$ cat src/rtl/serial_word_collector_pkg.sv
// Shared types and constants for the serial word collector.
package serial_word_collector_pkg;

    localparam int unsigned StateWidth   = 1;
    localparam int unsigned DefaultWidth = 8;

    typedef enum logic [StateWidth-1:0] {
        StIdle,
        StShift
    } state_e;

    // Bit counter runs 0..width-1.
    function automatic int unsigned count_width(input int unsigned width);
        return (width > 1) ? $clog2(width) : 1;
    endfunction

endpackage

$ cat src/rtl/serial_word_collector.sv
// Deserialises an LSB-first bit stream into WIDTH-bit words with a one-deep output buffer
// and sticky framing/overrun status.
module serial_word_collector
    import serial_word_collector_pkg::*;
#(
    parameter int unsigned WIDTH = DefaultWidth
) (
    input  logic             clk,
    input  logic             rst_b,
    input  logic             in_valid,
    input  logic             in_bit,
    input  logic             in_first,
    output logic             out_valid,
    input  logic             out_ready,
    output logic [WIDTH-1:0] out_word,
    output logic             out_neg,
    output logic             frame_err,
    output logic             overrun,
    input  logic             clr_flags
);

    localparam int unsigned CntW = count_width(WIDTH);
    localparam logic [CntW-1:0] LastCnt = CntW'(WIDTH - 1);

    state_e            state_q, state_d;
    // Only the upper WIDTH-1 bits are kept; bit 0 would shift out on the completing bit.
    logic [WIDTH-2:0]  sr_q, sr_d;
    logic [CntW-1:0]   cnt_q, cnt_d;
    logic              out_valid_q, out_valid_d;
    logic [WIDTH-1:0]  out_word_q, out_word_d;
    logic              frame_err_q, frame_err_d;
    logic              overrun_q, overrun_d;

    logic [WIDTH-1:0]  shifted;
    logic              complete;
    logic              frame_set;
    logic              overrun_set;

    assign shifted = {in_bit, sr_q};

    always_comb begin
        state_d   = state_q;
        sr_d      = sr_q;
        cnt_d     = cnt_q;
        complete  = 1'b0;
        frame_set = 1'b0;
        if (in_valid) begin
            unique case (state_q)
                StIdle: begin
                    if (in_first) begin
                        sr_d    = shifted[WIDTH-1:1];
                        cnt_d   = CntW'(1);
                        state_d = StShift;
                    end
                end
                StShift: begin
                    sr_d = shifted[WIDTH-1:1];
                    if (in_first && cnt_q != '0) begin
                        frame_set = 1'b1;
                        cnt_d     = CntW'(1);
                    end else if (cnt_q == LastCnt) begin
                        complete = 1'b1;
                        cnt_d    = '0;
                    end else begin
                        cnt_d = cnt_q + CntW'(1);
                    end
                end
                default: state_d = StIdle;
            endcase
        end
    end

    always_comb begin
        out_valid_d = out_valid_q;
        out_word_d  = out_word_q;
        overrun_set = 1'b0;
        if (out_valid_q && out_ready) begin
            out_valid_d = 1'b0;
        end
        if (complete) begin
            if (!out_valid_q || out_ready) begin
                out_word_d  = shifted;
                out_valid_d = 1'b1;
            end else begin
                overrun_set = 1'b1;
            end
        end
        // A new error in the same cycle as a clear takes precedence.
        frame_err_d = (frame_err_q && !clr_flags) || frame_set;
        overrun_d   = (overrun_q && !clr_flags) || overrun_set;
    end

    always_ff @(posedge clk or negedge rst_b) begin
        if (!rst_b) begin
            state_q     <= StIdle;
            sr_q        <= '0;
            cnt_q       <= '0;
            out_valid_q <= 1'b0;
            out_word_q  <= '0;
            frame_err_q <= 1'b0;
            overrun_q   <= 1'b0;
        end else begin
            state_q     <= state_d;
            sr_q        <= sr_d;
            cnt_q       <= cnt_d;
            out_valid_q <= out_valid_d;
            out_word_q  <= out_word_d;
            frame_err_q <= frame_err_d;
            overrun_q   <= overrun_d;
        end
    end

    assign out_valid = out_valid_q;
    assign out_word  = out_word_q;
    assign out_neg   = out_word_q[WIDTH-1];
    assign frame_err = frame_err_q;
    assign overrun   = overrun_q;

endmodule

$ cat config.mk
export PLATFORM = sky130hd
export DESIGN_NAME = serial_word_collector
export DESIGN_NICKNAME = d
export VERILOG_FILES = /design/src/rtl/serial_word_collector_pkg.sv /design/src/rtl/serial_word_collector.sv
export SDC_FILE = /design/constraint.sdc
export NUM_CORES = 1
export LEC_CHECK = 0
export ABC_AREA = 1
export CORE_MARGIN = 4
export CORE_UTILIZATION = 44
export DETAILED_ROUTE_END_ITERATION = 6
export GPL_ROUTABILITY_DRIVEN = 0
export GPL_TIMING_DRIVEN = 1
export PLACE_DENSITY = 0.78
export RECOVER_POWER = 100
export SYNTH_ARGS = -nofsm -noshare
export SYNTH_HDL_FRONTEND = slang
export SYNTH_SLANG_ARGS = --single-unit
$ cat constraint.sdc
create_clock -name clk -period 1.2 [get_ports clk]
set_clock_uncertainty 0.1 [all_clocks]
set_input_delay 0.12 -clock clk [delete_from_list [all_inputs] [get_ports clk]]
set_output_delay 0.12 -clock clk [all_outputs]
set_load 0.1 [all_outputs]
After elaboration in Yosys (flattened, before gate mapping). Cells that the tools add are included.

Flip-flop bits (word level): 22. Bits in latches: 0. Memory bits (writable): 0. ROM bits: 0. Input bits: 7. Word-level logic and storage cells: 43. Memories: 0.

Add/sub/neg operators: 1. $mul: 0. Div/mod/pow operators: 0. Order comparisons: 0. Equality and inequality tests: 2. Shift operators: 0. Muxes and demuxes: 20. Bitwise gates (word level): 1. Reduce and logical (&&, ||, !) cells: 12.

Operators by type and width (number): $mux 1 (14); $pmux 7 s2 (1); $mux 3 (3); $mux 7 (1); $pmux 3 s2 (1); $logic_and 1x1->1 (4); $reduce_and 2->1 (2); $add 3x1->3 const B (1); $eq 3x3->1 const B (1); $logic_or 1x1->1 (3); $reduce_bool 3->1 (1); $logic_not 1->1 (2); $ne 2x2->1 const B (1); $not 1->1 (1).

Depth between registers and ports, before layout.
Depth in word-level cells: 7. Mapped depth: 7.

Worst setup path before layout. No wires, ideal clock.

Kind: register to register. Start: register out_valid_q, in the netlist out_valid. End: register out_word_q[7], in the netlist out_word[7]. Library setup time: 0.122 ns. Arrival time: 1.475 ns. Slack: -0.497 ns. Cell stages (with the launch flop): 5. Buffers on the path: 1. Period minus slack after synthesis: 1.697 ns. Path through: dfrtp_1 nand2_1 buf_2 nand4_1 nand2_1.

Word-level cells in the longest chain between the ends: 3.

RTL lines: from (decl) (line serial_word_collector.sv:29) `logic out_valid_q, out_valid_d;`; from (signal assigned) (line serial_word_collector.sv:106) `out_valid_q <= out_valid_d;`; $logic_not 1->1 (line serial_word_collector.sv:81) `if (!out_valid_q || out_ready) begin`; $logic_or 1x1->1 (line serial_word_collector.sv:81); $reduce_and 2->1 (no line); to (signal assigned) (line serial_word_collector.sv:107) `out_word_q <= out_word_d;`; to (decl) (line serial_word_collector.sv:30) `logic [WIDTH-1:0] out_word_q, out_word_d;`.

No other way between the ends. A chain may end at the register's enable or synchronous reset.

Worst setup path in the final report.
Start: register cnt_q[0]. End: register out_word_q[4], in the netlist out_word[4].

Word-level cells in the longest chain between the ends: 6.

RTL lines: from (decl) (line serial_word_collector.sv:28) `logic [CntW-1:0] cnt_q, cnt_d;`; from (signal assigned) (line serial_word_collector.sv:105) `cnt_q <= cnt_d;`; $eq 3x3->1 or $reduce_bool 3->1 (tied branches) (line serial_word_collector.sv:61, serial_word_collector.sv:58); $mux 1 or $logic_and 1x1->1 (tied branches) (line serial_word_collector.sv:61, serial_word_collector.sv:58); $mux 1 * (line serial_word_collector.sv:58) `if (in_first && cnt_q != '0) begin`; $mux 1 * (line serial_word_collector.sv:48) `unique case (state_q)`; $mux 1 * (line serial_word_collector.sv:47) `if (in_valid) begin`; $reduce_and 2->1 (no line) *.

Mark *: on every way between the ends. The rest lies on a longest branch, timed or not.

==> flow_metrics.tcl <==
set metrics [dict create \
    cts_tree "built" \
    grt_pass1_wl_mm 3.73 \
    core-area_um2 2020 \
    regArea_um2 562 \
    nets 146 \
    grt_pass1_vias 820 \
    die-height_um 54.9 \
    worstReg2RegEnd "out_word[4]" \
    synth_cells 105 \
    multi_input_area_um2 405 \
    ctsHoldBuffers 0 \
    num_vias 814 \
    std_cell_rows 16 \
    drcViolationCount 0 \
    worst_path_max_delay_cell "dfrtp_2" \
    mostFrequentLayoutCell "nand2_1" \
    end_kind "flop" \
    yosysUniqueCellTypes 13 \
    r2r_cells 7 \
    ys_seq_area_frac 0.568 \
    powerDensity_nw_per_um2 2490 \
    grt_setup_unrepaired "true" \
    detail-route-antenna-nets 0 \
    syn_to_final_growth_pct 49.3 \
    synth_area_um2 970 \
    start_kind "flop" \
    final_layout_size_suffix_gt1_frac 0.341 \
    antenna_cells 0 \
    numCtsBuffers 3 \
    wl_per_cell_um 14.7 \
    fin_hold_ws_ps 188 \
    avgSynthCellArea_um2 9.24 \
    max_freq_mhz 713 \
    clk_pin_slew_ps 120 \
    die-area_um2 3020 \
    path_cells "inv_1, ha_2, nand2_2, nand2_4, buf_4, nand4_1, nand2_1" \
    routed_wl_mm 2.38 \
    antenna_found_initial 0 \
    period_needed_ps 1400 \
    hold_viol 0 \
    gr-total-overflow 0 \
    cts.path.max_buffers 2 \
    place_area_um2 1340 \
    drt_iter0_drc 23 \
    boundaryPins 19 \
    cts.sinks 22 \
    slowest_delay_ps 460 \
    design_area_um2 1450 \
    r2r-start "cnt_q[0]" \
    insertion_delay_ps 310 \
    grt.total_usage 0.178 \
    hpwlAfterDp_mm 1.64 \
    grt_max_degree 23 \
    peakVddDrop_mv 1.45 \
    routed.top_layer "met4" \
    crit_arrival_ps 1560 \
    drt_first_pass_iters 4 \
    syn_nets 115 \
    outcome "finished, violations left" \
    slew_viol_final 0 \
    max_slew_margin 0.653 \
    crit_required_ps 1360 \
    hp-class "in2async" \
    cap_violations 0 \
    criticalPathCategory "reg2reg" \
    setup_viol 17 \
    wl_met2_mm 1.33 \
    instances_no_fill 162 \
    r2r_slack_ps -200 \
    yosysWarnings 0 \
    port_buffers 18 \
    synth_seq_cells 22 \
    wl_met1_um 910 \
    htree_levels 1 \
    worstPathMaxFanout 7 \
    dpl.cell_count 153 \
    setup_slack_ps -202 \
    fillers 128 \
    met3_length_um 74 \
    layout_common_cells "nand2_1 (39), dfrtp_1 (17), inv_1 (9), nand4_1 (8), buf_4 (8)" \
    fin_crit_sh 1.17 \
    start_util 0.480 \
    cts_root_buf "clkbuf_4" \
    violations "negative setup slack" \
    worst_pin_slew_ps 521 \
    vias_per_cell 5.02 \
    power.leakage_nw 0.725 \
    die_w_um 54.9 \
]
## cell type report
type | instances | share of cell area
Timing Repair Buffer | 29 | 0.240
Multi-Input combinational cell | 69 | 0.280
Tap cell | 27 | 0.0233
Sequential cell | 22 | 0.388
Clock inverter | 1 | 0.0207
Inverter | 11 | 0.0320
Clock buffer | 3 | 0.0156
## critical path, delay by kind of cell, from the launching register on
kind,cells,cell delay (ps)
adders and majority gates,1,180
buffers and inverters,2,250
DFF,1,460
and+or+nand+nor,4,360
## registers in the layout, indices dropped and copies added, names as in the netlist
register   cells
state_q        1
frame_err      1
overrun        1
out_valid      1
sr_q           7
out_word       8
cnt_q          3
## per-stage QoR
step	util	setup TNS, ps	total power, W	setup slack, ps
3_3_place_gp	0.665	-2580	0.00293	-185
6_report	0.716	-2140	0.00361	-202
2_1_floorplan	-	-703	0.00225	-77.7
5_1_grt	0.716	-3600	0.00378	-273
4_1_cts	0.725	-2290	0.00367	-199
3_5_place_dp	0.665	-3340	0.00300	-245
## what timing repair did
item / CTS / global route
pin swaps: 9 / 3
setup buffers: 2 / 2
cloned: 1 / 0
gates resized for setup: 10 / 4
endpoints found under the setup margin: 19 / 24
## worst max path at each step
stage                         from     endpoint  slack, ps  cells after the start
after detailed placement  in_valid  out_word[1]       -240                      6
after global routing      cnt_q[1]  out_word[4]       -270                      7
after global placement    in_valid  out_word[2]       -180                      6
final                     cnt_q[0]  out_word[4]       -200                      7
after floorplan           cnt_q[0]  out_word[0]        -80                      7
after CTS                 cnt_q[0]  out_word[4]       -200                      7
## cell families after synthesis
kind of cell	count (synthesis)	share of synthesized area
buffers and inverters	15	0.0710
DFF	22	0.568
AOI/OAI and AO/OA	8	0.0413
adders and majority gates	3	0.0387
and+or+nand+nor	57	0.281
## layer usage
| layer | vias to the layer above | GRT usage |
|---|---|---|
| met5 | - | 0 |
| met2 | 23 | 0.335 |
| li1 | 395 | - |
| met1 | 390 | 0.193 |
| met3 | 6 | 0.0322 |
| met4 | 0 | 0.0769 |
## synthesized netlist by cell type
cell type,instances,area share
buf_4,3,0.023
o21ai_0,2,0.010
buf_2,1,0.0052
inv_1,11,0.043
nand4_1,8,0.052
ha_1,3,0.039
nand3_4,1,0.018
nor2_8,1,0.021
o21ai_1,6,0.031
nand3_1,3,0.015
nand2_2,2,0.013
dfrtp_1,22,0.57
nand2_1,42,0.16
## power by group
| part | internal [W] | switching (W) | leakage, nW | total, W |
|---|---|---|---|---|
| combinational | 0.000654 | 0.00125 | 0.421 | 0.00191 |
| clock | 0.000338 | 0.000232 | 0.0279 | 0.000570 |
| sequential | 0.000936 | 0.000196 | 0.277 | 0.00113 |
No activity file was read; power rests on OpenSTA's default activity.
